### config.mk
export PLATFORM = sky130hd
export DESIGN_NAME = pipe_ctrl
export DESIGN_NICKNAME = d
export VERILOG_FILES = /design/src/rtl/rv32imc_types.sv /design/src/rtl/mem_port_fsm.sv /design/src/rtl/pipe_ctrl.sv
export SDC_FILE = /design/constraint.sdc
export NUM_CORES = 1
export LEC_CHECK = 0
export BUFFER_PORTS_ARGS = -buffer_cell sky130_fd_sc_hd__clkbuf_2
export CORE_MARGIN = 2
export CORE_UTILIZATION = 50
export CTS_CLUSTER_SIZE = 30
export DETAILED_ROUTE_END_ITERATION = 16
export GPL_TIMING_DRIVEN = 0
export PLACE_DENSITY_LB_ADDON = 0.08
export SLEW_MARGIN = 20
export SYNTH_ARGS = -nofsm -noshare
export SYNTH_HDL_FRONTEND = slang
export SYNTH_HIERARCHICAL = 1
export SYNTH_SLANG_ARGS = --single-unit
### constraint.sdc
create_clock -name clk -period 3.8 [get_ports clk]
set_clock_uncertainty 0.05 [all_clocks]
set_input_delay 0.38 -clock clk [delete_from_list [all_inputs] [get_ports clk]]
set_output_delay 0.38 -clock clk [all_outputs]
set_load 0.02 [all_outputs]
### src/rtl/rv32imc_types.sv
// Shared types and default sizing for the in-order pipeline control slice.
package rv32imc_types;

   typedef enum logic {
      IDLE = 1'b0,
      WAIT = 1'b1
   } mem_fsm_t;

   localparam int DEF_NUM_STAGES    = 5;
   localparam int DEF_HAZARD_STAGES = 2;
   localparam int DEF_FLUSH_STAGE   = 2;
   localparam int DEF_ORDER_W       = 64;
   localparam int DEF_CNT_W         = 32;

endpackage

### src/rtl/mem_port_fsm.sv
// Single-outstanding request tracker for one memory port: produces the
// port stall and a sticky protocol-error flag.
module mem_port_fsm
   import rv32imc_types::*;
(
   input  logic clk,
   input  logic rst,
   input  logic req,
   input  logic resp,
   output logic stall,
   output logic err
);

   mem_fsm_t state_q, state_d;
   logic     err_q, err_d;

   // A req while already waiting (without the closing resp) is dropped.
   always_comb begin
      state_d = state_q;
      err_d   = err_q;
      case (state_q)
         IDLE: begin
            if (resp) err_d = 1'b1;
            if (req)  state_d = WAIT;
         end
         WAIT: begin
            if (resp && !req)      state_d = IDLE;
            else if (req && !resp) err_d   = 1'b1;
         end
         default: state_d = IDLE;
      endcase
   end

   always_ff @(posedge clk) begin
      if (rst) begin
         state_q <= IDLE;
         err_q   <= 1'b0;
      end else begin
         state_q <= state_d;
         err_q   <= err_d;
      end
   end

   assign stall = (state_q == WAIT) && !resp;
   assign err   = err_q;

endmodule

### src/rtl/pipe_ctrl.sv
// Pipeline register control: per-stage write enables and valid bits,
// hazard bubbles, flushes, retirement ordering and performance counters.
module pipe_ctrl
   import rv32imc_types::*;
#(
   parameter int NUM_STAGES    = DEF_NUM_STAGES,
   parameter int HAZARD_STAGES = DEF_HAZARD_STAGES,
   parameter int FLUSH_STAGE   = DEF_FLUSH_STAGE,
   parameter int ORDER_W       = DEF_ORDER_W,
   parameter int CNT_W         = DEF_CNT_W
) (
   input  logic                  clk,
   input  logic                  rst,
   input  logic                  fetch_valid,
   input  logic                  imem_req,
   input  logic                  imem_resp,
   input  logic                  dmem_req,
   input  logic                  dmem_resp,
   input  logic                  load_hazard,
   input  logic                  flush,
   output logic [NUM_STAGES-1:0] stage_we,
   output logic [NUM_STAGES-1:0] stage_valid,
   output logic                  imem_stall,
   output logic                  dmem_stall,
   output logic                  retire_valid,
   output logic [ORDER_W-1:0]    retire_order,
   output logic [CNT_W-1:0]      stall_cycles,
   output logic [CNT_W-1:0]      hazard_cycles,
   output logic [CNT_W-1:0]      flush_count,
   output logic                  proto_err
);

   logic                  gstall, hold_hazard, flush_apply;
   logic                  imem_err, dmem_err;
   logic [NUM_STAGES-1:0] shift_in;
   logic [NUM_STAGES-1:0] stage_valid_q, stage_valid_d;
   logic                  retire_fresh_q, retire_fresh_d;
   logic [ORDER_W-1:0]    retire_order_q, retire_order_d;
   logic [CNT_W-1:0]      stall_cycles_q, stall_cycles_d;
   logic [CNT_W-1:0]      hazard_cycles_q, hazard_cycles_d;
   logic [CNT_W-1:0]      flush_count_q, flush_count_d;

   mem_port_fsm u_imem (
      .clk   (clk),
      .rst   (rst),
      .req   (imem_req),
      .resp  (imem_resp),
      .stall (imem_stall),
      .err   (imem_err)
   );

   mem_port_fsm u_dmem (
      .clk   (clk),
      .rst   (rst),
      .req   (dmem_req),
      .resp  (dmem_resp),
      .stall (dmem_stall),
      .err   (dmem_err)
   );

   // Flush wins over a hazard, but only once the memories stop stalling.
   assign gstall      = imem_stall | dmem_stall;
   assign hold_hazard = load_hazard && !flush;
   assign flush_apply = flush && !gstall;
   assign shift_in    = {stage_valid_q[NUM_STAGES-2:0], fetch_valid};

   always_comb begin
      stage_we = '0;
      for (int i = 0; i < NUM_STAGES; i++)
         stage_we[i] = !gstall && !(hold_hazard && (i < HAZARD_STAGES));
   end

   always_comb begin
      stage_valid_d = stage_valid_q;
      for (int i = 0; i < NUM_STAGES; i++) begin
         if (stage_we[i]) begin
            if (flush_apply && (i <= FLUSH_STAGE))
               stage_valid_d[i] = 1'b0;
            else if (hold_hazard && (i == HAZARD_STAGES))
               stage_valid_d[i] = 1'b0;
            else
               stage_valid_d[i] = shift_in[i];
         end
      end
   end

   // retire_fresh marks the first cycle an instruction sits in writeback.
   always_comb begin
      retire_fresh_d  = stage_we[NUM_STAGES-1] && shift_in[NUM_STAGES-1];
      retire_order_d  = retire_order_q;
      stall_cycles_d  = stall_cycles_q;
      hazard_cycles_d = hazard_cycles_q;
      flush_count_d   = flush_count_q;
      if (retire_valid)
         retire_order_d = retire_order_q + ORDER_W'(1);
      if (gstall && (stall_cycles_q != '1))
         stall_cycles_d = stall_cycles_q + CNT_W'(1);
      if (load_hazard && !gstall && !flush && (hazard_cycles_q != '1))
         hazard_cycles_d = hazard_cycles_q + CNT_W'(1);
      if (flush_apply && (flush_count_q != '1))
         flush_count_d = flush_count_q + CNT_W'(1);
   end

   always_ff @(posedge clk) begin
      if (rst) begin
         stage_valid_q   <= '0;
         retire_fresh_q  <= 1'b0;
         retire_order_q  <= '0;
         stall_cycles_q  <= '0;
         hazard_cycles_q <= '0;
         flush_count_q   <= '0;
      end else begin
         stage_valid_q   <= stage_valid_d;
         retire_fresh_q  <= retire_fresh_d;
         retire_order_q  <= retire_order_d;
         stall_cycles_q  <= stall_cycles_d;
         hazard_cycles_q <= hazard_cycles_d;
         flush_count_q   <= flush_count_d;
      end
   end

   assign stage_valid   = stage_valid_q;
   assign retire_valid  = stage_valid_q[NUM_STAGES-1] && retire_fresh_q;
   assign retire_order  = retire_order_q;
   assign stall_cycles  = stall_cycles_q;
   assign hazard_cycles = hazard_cycles_q;
   assign flush_count   = flush_count_q;
   assign proto_err     = imem_err | dmem_err;

endmodule

==> metrics.json <==
{
  "floorplan.io_pins": {"value": 183},
  "first_global_vias": {"value": 7572},
  "postCtsResizedCells": {"value": 0},
  "drtPass1Iterations": {"value": 5},
  "detailed_placement_wirelength_estimate": {"value": 16840, "unit": "um"},
  "worstPathArrival": {"value": 3.14, "unit": "ns"},
  "design.final.nets": {"value": 1237},
  "finalSetupViolations": {"value": 0},
  "avgSynthCellArea": {"value": 8.232, "unit": "um^2"},
  "worst-path-max-fanout": {"value": 12},
  "starting_drc_count_in_detailed_routing": {"value": 584},
  "cts.clk_slew.worst_paths": {"value": 0.06, "unit": "ns"},
  "timing.max_cap.violations": {"value": 0},
  "synth_fp_nets": {"value": 1036},
  "detail_route.vias_per_cell": {"value": 5.931},
  "clock-sinks": {"value": 170},
  "worst_r2r_endpoint": {"value": "stall_cycles[22]$_SDFFE_PP0P_"},
  "seq_power_share": {"value": 48.4, "unit": "%"},
  "min-delay-start": {"value": "dmem_req"},
  "synth.most_common_cell": {"value": "sky130_fd_sc_hd__dfxtp_1"},
  "post_drt_wl_per_cell": {"value": 16.09, "unit": "um"},
  "r2r_cells": {"value": 8},
  "synth_top_cells_by_count": {"value": "170 x sky130_fd_sc_hd__dfxtp_1, 108 x sky130_fd_sc_hd__a21oi_1, 75 x sky130_fd_sc_hd__nand2_1"},
  "place.gp.congestion": {"value": 0.8875},
  "cell_area_after_synthesis": {"value": 8422, "unit": "um^2"},
  "die_x": {"value": 133.8, "unit": "um"},
  "dp_worst_setup_slack": {"value": 0.8133, "unit": "ns"},
  "timing.fmax": {"value": 352.8, "unit": "MHz"},
  "endpoint_kind": {"value": "flop"},
  "track_usage": {"value": 26.18, "unit": "%"},
  "worstReg2RegStart": {"value": "u_dmem/state_q$_SDFF_PP0_"},
  "worstSetupPathType": {"value": "reg -> reg"},
  "post_cts_setup_repair_buffer_count": {"value": 0},
  "die-area": {"value": 17900, "unit": "um^2"},
  "number_of_different_library_cells_in_the_post_synthesis_netlist": {"value": 57},
  "final_critical_path_setup_slack": {"value": 0.9654, "unit": "ns"},
  "switching_share": {"value": 22.90, "unit": "%"},
  "final_max_slew_viol_count": {"value": 0},
  "effective_utilization_at_floorplan": {"value": 50.97, "unit": "%"},
  "cts.hold.buffers_added": {"value": 0},
  "start_kind": {"value": "flop"},
  "n_antenna_cell": {"value": 0},
  "cts_made_buffers": {"value": 17},
  "period_minus_slack": {"value": 2.835, "unit": "ns"},
  "worstSetupStartpoint": {"value": "u_dmem/state_q$_SDFF_PP0_"},
  "yosysWarnings": {"value": 6},
  "share_of_post_route_cells_with_drive_strength_above_1": {"value": 20.53, "unit": "%"},
  "fin_setup_tns": {"value": 0, "unit": "ns"},
  "insertion_delay": {"value": 0.43, "unit": "ns"},
  "power.net_switching": {"value": 0.8513, "unit": "mW"},
  "synth-edff-count": {"value": 0},
  "leading_register_cell_type_out_of_synthesis": {"value": "sky130_fd_sc_hd__dfxtp_1"},
  "hold_path_class": {"value": "in -> reg"},
  "hold_viol_final": {"value": 0},
  "rows": {"value": 47},
  "timing.final.crit_share": {"value": 74.59, "unit": "%"},
  "power.density": {"value": 364.2, "unit": "nW/um^2"},
  "power.clock.fraction": {"value": 48.2, "unit": "%"},
  "h_tree_lvls": {"value": 4},
  "yosys.area.top_type": {"value": "sky130_fd_sc_hd__dfxtp_1"},
  "grt_start_max_net_pins": {"value": 17},
  "worst-slew-pin-transition": {"value": 0.8943, "unit": "ns"},
  "maxSlewHeadroom": {"value": 39.87, "unit": "%"},
  "power.combinational.fraction": {"value": 3.5, "unit": "%"},
  "power.leakage": {"value": 3.526, "unit": "nW"},
  "netlist_top_cells_area": {"value": "sky130_fd_sc_hd__dfxtp_1 40%, sky130_fd_sc_hd__a21oi_1 6.4%, sky130_fd_sc_hd__or4_1 5.3%, sky130_fd_sc_hd__o31ai_1 4.6%, sky130_fd_sc_hd__or3_1 3.9%"},
  "rsz0062_at_grt": {"value": "false"},
  "seq_area_frac_synth": {"value": 40.41, "unit": "%"},
  "design.core.area": {"value": 16520, "unit": "um^2"},
  "synth_cells": {"value": 1023},
  "ctsLongestPathBuffers": {"value": 2},
  "grt_antenna_before_repair": {"value": 0},
  "route.vias.total": {"value": 8641},
  "cts-root-buf": {"value": "sky130_fd_sc_hd__clkbuf_16"},
  "grt-ovfl-total": {"value": 0},
  "endpoint": {"value": "stall_cycles[22]$_SDFFE_PP0P_"},
  "tritoncts": {"value": "done"},
  "detail-route-antenna-nets": {"value": 0},
  "routed_wire_length": {"value": 23450, "unit": "um"},
  "r2r_slack": {"value": 0.97, "unit": "ns"},
  "post-synth-top-area-fraction": {"value": 40.41, "unit": "%"},
  "async_flop_share": {"value": 0, "unit": "%"},
  "critPathRequiredTime": {"value": 4.10, "unit": "ns"},
  "area_growth_syn_to_layout": {"value": 21.23, "unit": "%"},
  "internal_power": {"value": 2.867, "unit": "mW"},
  "ys_seq_elements": {"value": 170},
  "first_pass_grt_wire_length": {"value": 38380, "unit": "um"},
  "run_status": {"value": "finished, final reports clean"},
  "die-height": {"value": 133.8, "unit": "um"},
  "numPortBuffers": {"value": 182},
  "power.ir.vdd_worst": {"value": 0.0003265, "unit": "V"},
  "drt_drc_violations_left": {"value": 0}
}
## final cells by class
type                    count  area [um^2]
flip-flops and latches    170         3403
fillers                  1532         6315
clock inverters            14        172.7
plain buffers              51        230.2
inverters                  28        105.1
multi-input cells         774         4683
clock buffers              18        429.2
repair buffers            182        910.9
well taps                 220        275.3
## cell families (layout without fill, tap and decap cells)
logic type / count (synthesis) / count (layout) / synth area share [%]
AOI/OAI and AO/OA: 240 / 240 / 16.67
xor gates and xnor gates: 41 / 41 / 4.264
adders and majority gates: 4 / 4 / 0.5943
buffers and inverters: 79 / 293 / 3.982
DFF: 170 / 170 / 40.41
muxes: 9 / 9 / 1.174
and+or+nand+nor: 480 / 480 / 32.91
## through the flow
stage	cell area, um^2	instances	util [%]	power [mW]	hold WS, ns
floorplan	8422	1023	-	1.918	0.3737
global placement	9608	1425	58.14	1.966	0.4008
detailed placement	9608	1425	58.14	1.967	0.4085
CTS	10210	1457	61.79	3.753	0.1351
global route	10210	1457	61.79	3.852	0.1353
finish	10210	1457	61.79	3.718	0.1512
## sequential cells by signal, summed over array words and instances (netlist names)
name	cells
u_imem/state_q	1
stall_cycles	32
retire_fresh_q	1
u_imem/err	1
flush_count	32
u_dmem/err	1
u_dmem/state_q	1
hazard_cycles	32
retire_order	64
stage_valid	5
## how the worst min path moves through the flow
| stage | end | depth (start not counted) |
|---|---|---|
| detailed placement | u_dmem/err$_SDFFE_PP0P_ | 2 |
| global route | u_dmem/state_q$_SDFF_PP0_ | 2 |
| CTS | u_imem/state_q$_SDFF_PP0_ | 2 |
| finish | u_dmem/state_q$_SDFF_PP0_ | 2 |
| global placement | u_dmem/err$_SDFFE_PP0P_ | 2 |
| floorplan | u_imem/err$_SDFFE_PP0P_ | 2 |
## worst max-delay path: stages (launching register included)
cell and delay (ns):
sky130_fd_sc_hd__dfxtp_1 0.33, sky130_fd_sc_hd__nor2b_2 0.32, sky130_fd_sc_hd__or2_1 0.16, sky130_fd_sc_hd__clkbuf_1 0.21, sky130_fd_sc_hd__inv_2 0.17, sky130_fd_sc_hd__nor4_2 0.74
sky130_fd_sc_hd__o211ai_1 0.26, sky130_fd_sc_hd__or3_1 0.36, sky130_fd_sc_hd__a21oi_1 0.14
## power groups by stage
stage	sequential [mW]	clock, mW	combinational [mW]
finish	1.80	1.79	0.128
global route	1.80	1.91	0.141
CTS	1.80	1.83	0.129
detailed placement	1.84	0	0.128
global placement	1.84	0	0.127
floorplan	1.84	0	0.0744
## routing by layer
layer	vias to the layer above	global-route usage [%]	routed length, um
met3	35	4.951	1354
met5	-	0	0
met1	4094	36.81	10790
met4	0	8.392	438
met2	248	40.71	10870
li1	4264	-	-
## placed cells by master (no fill, tap or decap), types with 4 or more instances in the layout
master	count
sky130_fd_sc_hd__and2_1	6
sky130_fd_sc_hd__buf_2	4
sky130_fd_sc_hd__buf_4	5
sky130_fd_sc_hd__and4_1	16
sky130_fd_sc_hd__o211ai_1	6
sky130_fd_sc_hd__clkinv_4	4
sky130_fd_sc_hd__nor3b_1	4
sky130_fd_sc_hd__nand4_1	46
sky130_fd_sc_hd__and3_1	15
sky130_fd_sc_hd__nor3_1	20
sky130_fd_sc_hd__nor4_1	11
sky130_fd_sc_hd__or4_1	59
sky130_fd_sc_hd__nor2_1	72
sky130_fd_sc_hd__or2_2	4
sky130_fd_sc_hd__or3_1	52
sky130_fd_sc_hd__xnor2_1	14
sky130_fd_sc_hd__inv_1	27
sky130_fd_sc_hd__dfxtp_1	170
sky130_fd_sc_hd__nand2b_1	4
sky130_fd_sc_hd__a31oi_1	4
sky130_fd_sc_hd__mux2_2	6
sky130_fd_sc_hd__o2111ai_1	5
sky130_fd_sc_hd__o21ai_0	55
sky130_fd_sc_hd__nand2_1	75
sky130_fd_sc_hd__a21oi_1	108
sky130_fd_sc_hd__xor2_1	27
sky130_fd_sc_hd__o31ai_1	52
sky130_fd_sc_hd__nor2b_1	10
sky130_fd_sc_hd__clkbuf_16	17
sky130_fd_sc_hd__clkbuf_1	38
sky130_fd_sc_hd__clkbuf_2	182
sky130_fd_sc_hd__nor4_2	5
sky130_fd_sc_hd__ha_1	4
sky130_fd_sc_hd__nand3_1	60
No activity file was read; power rests on OpenSTA's default activity.
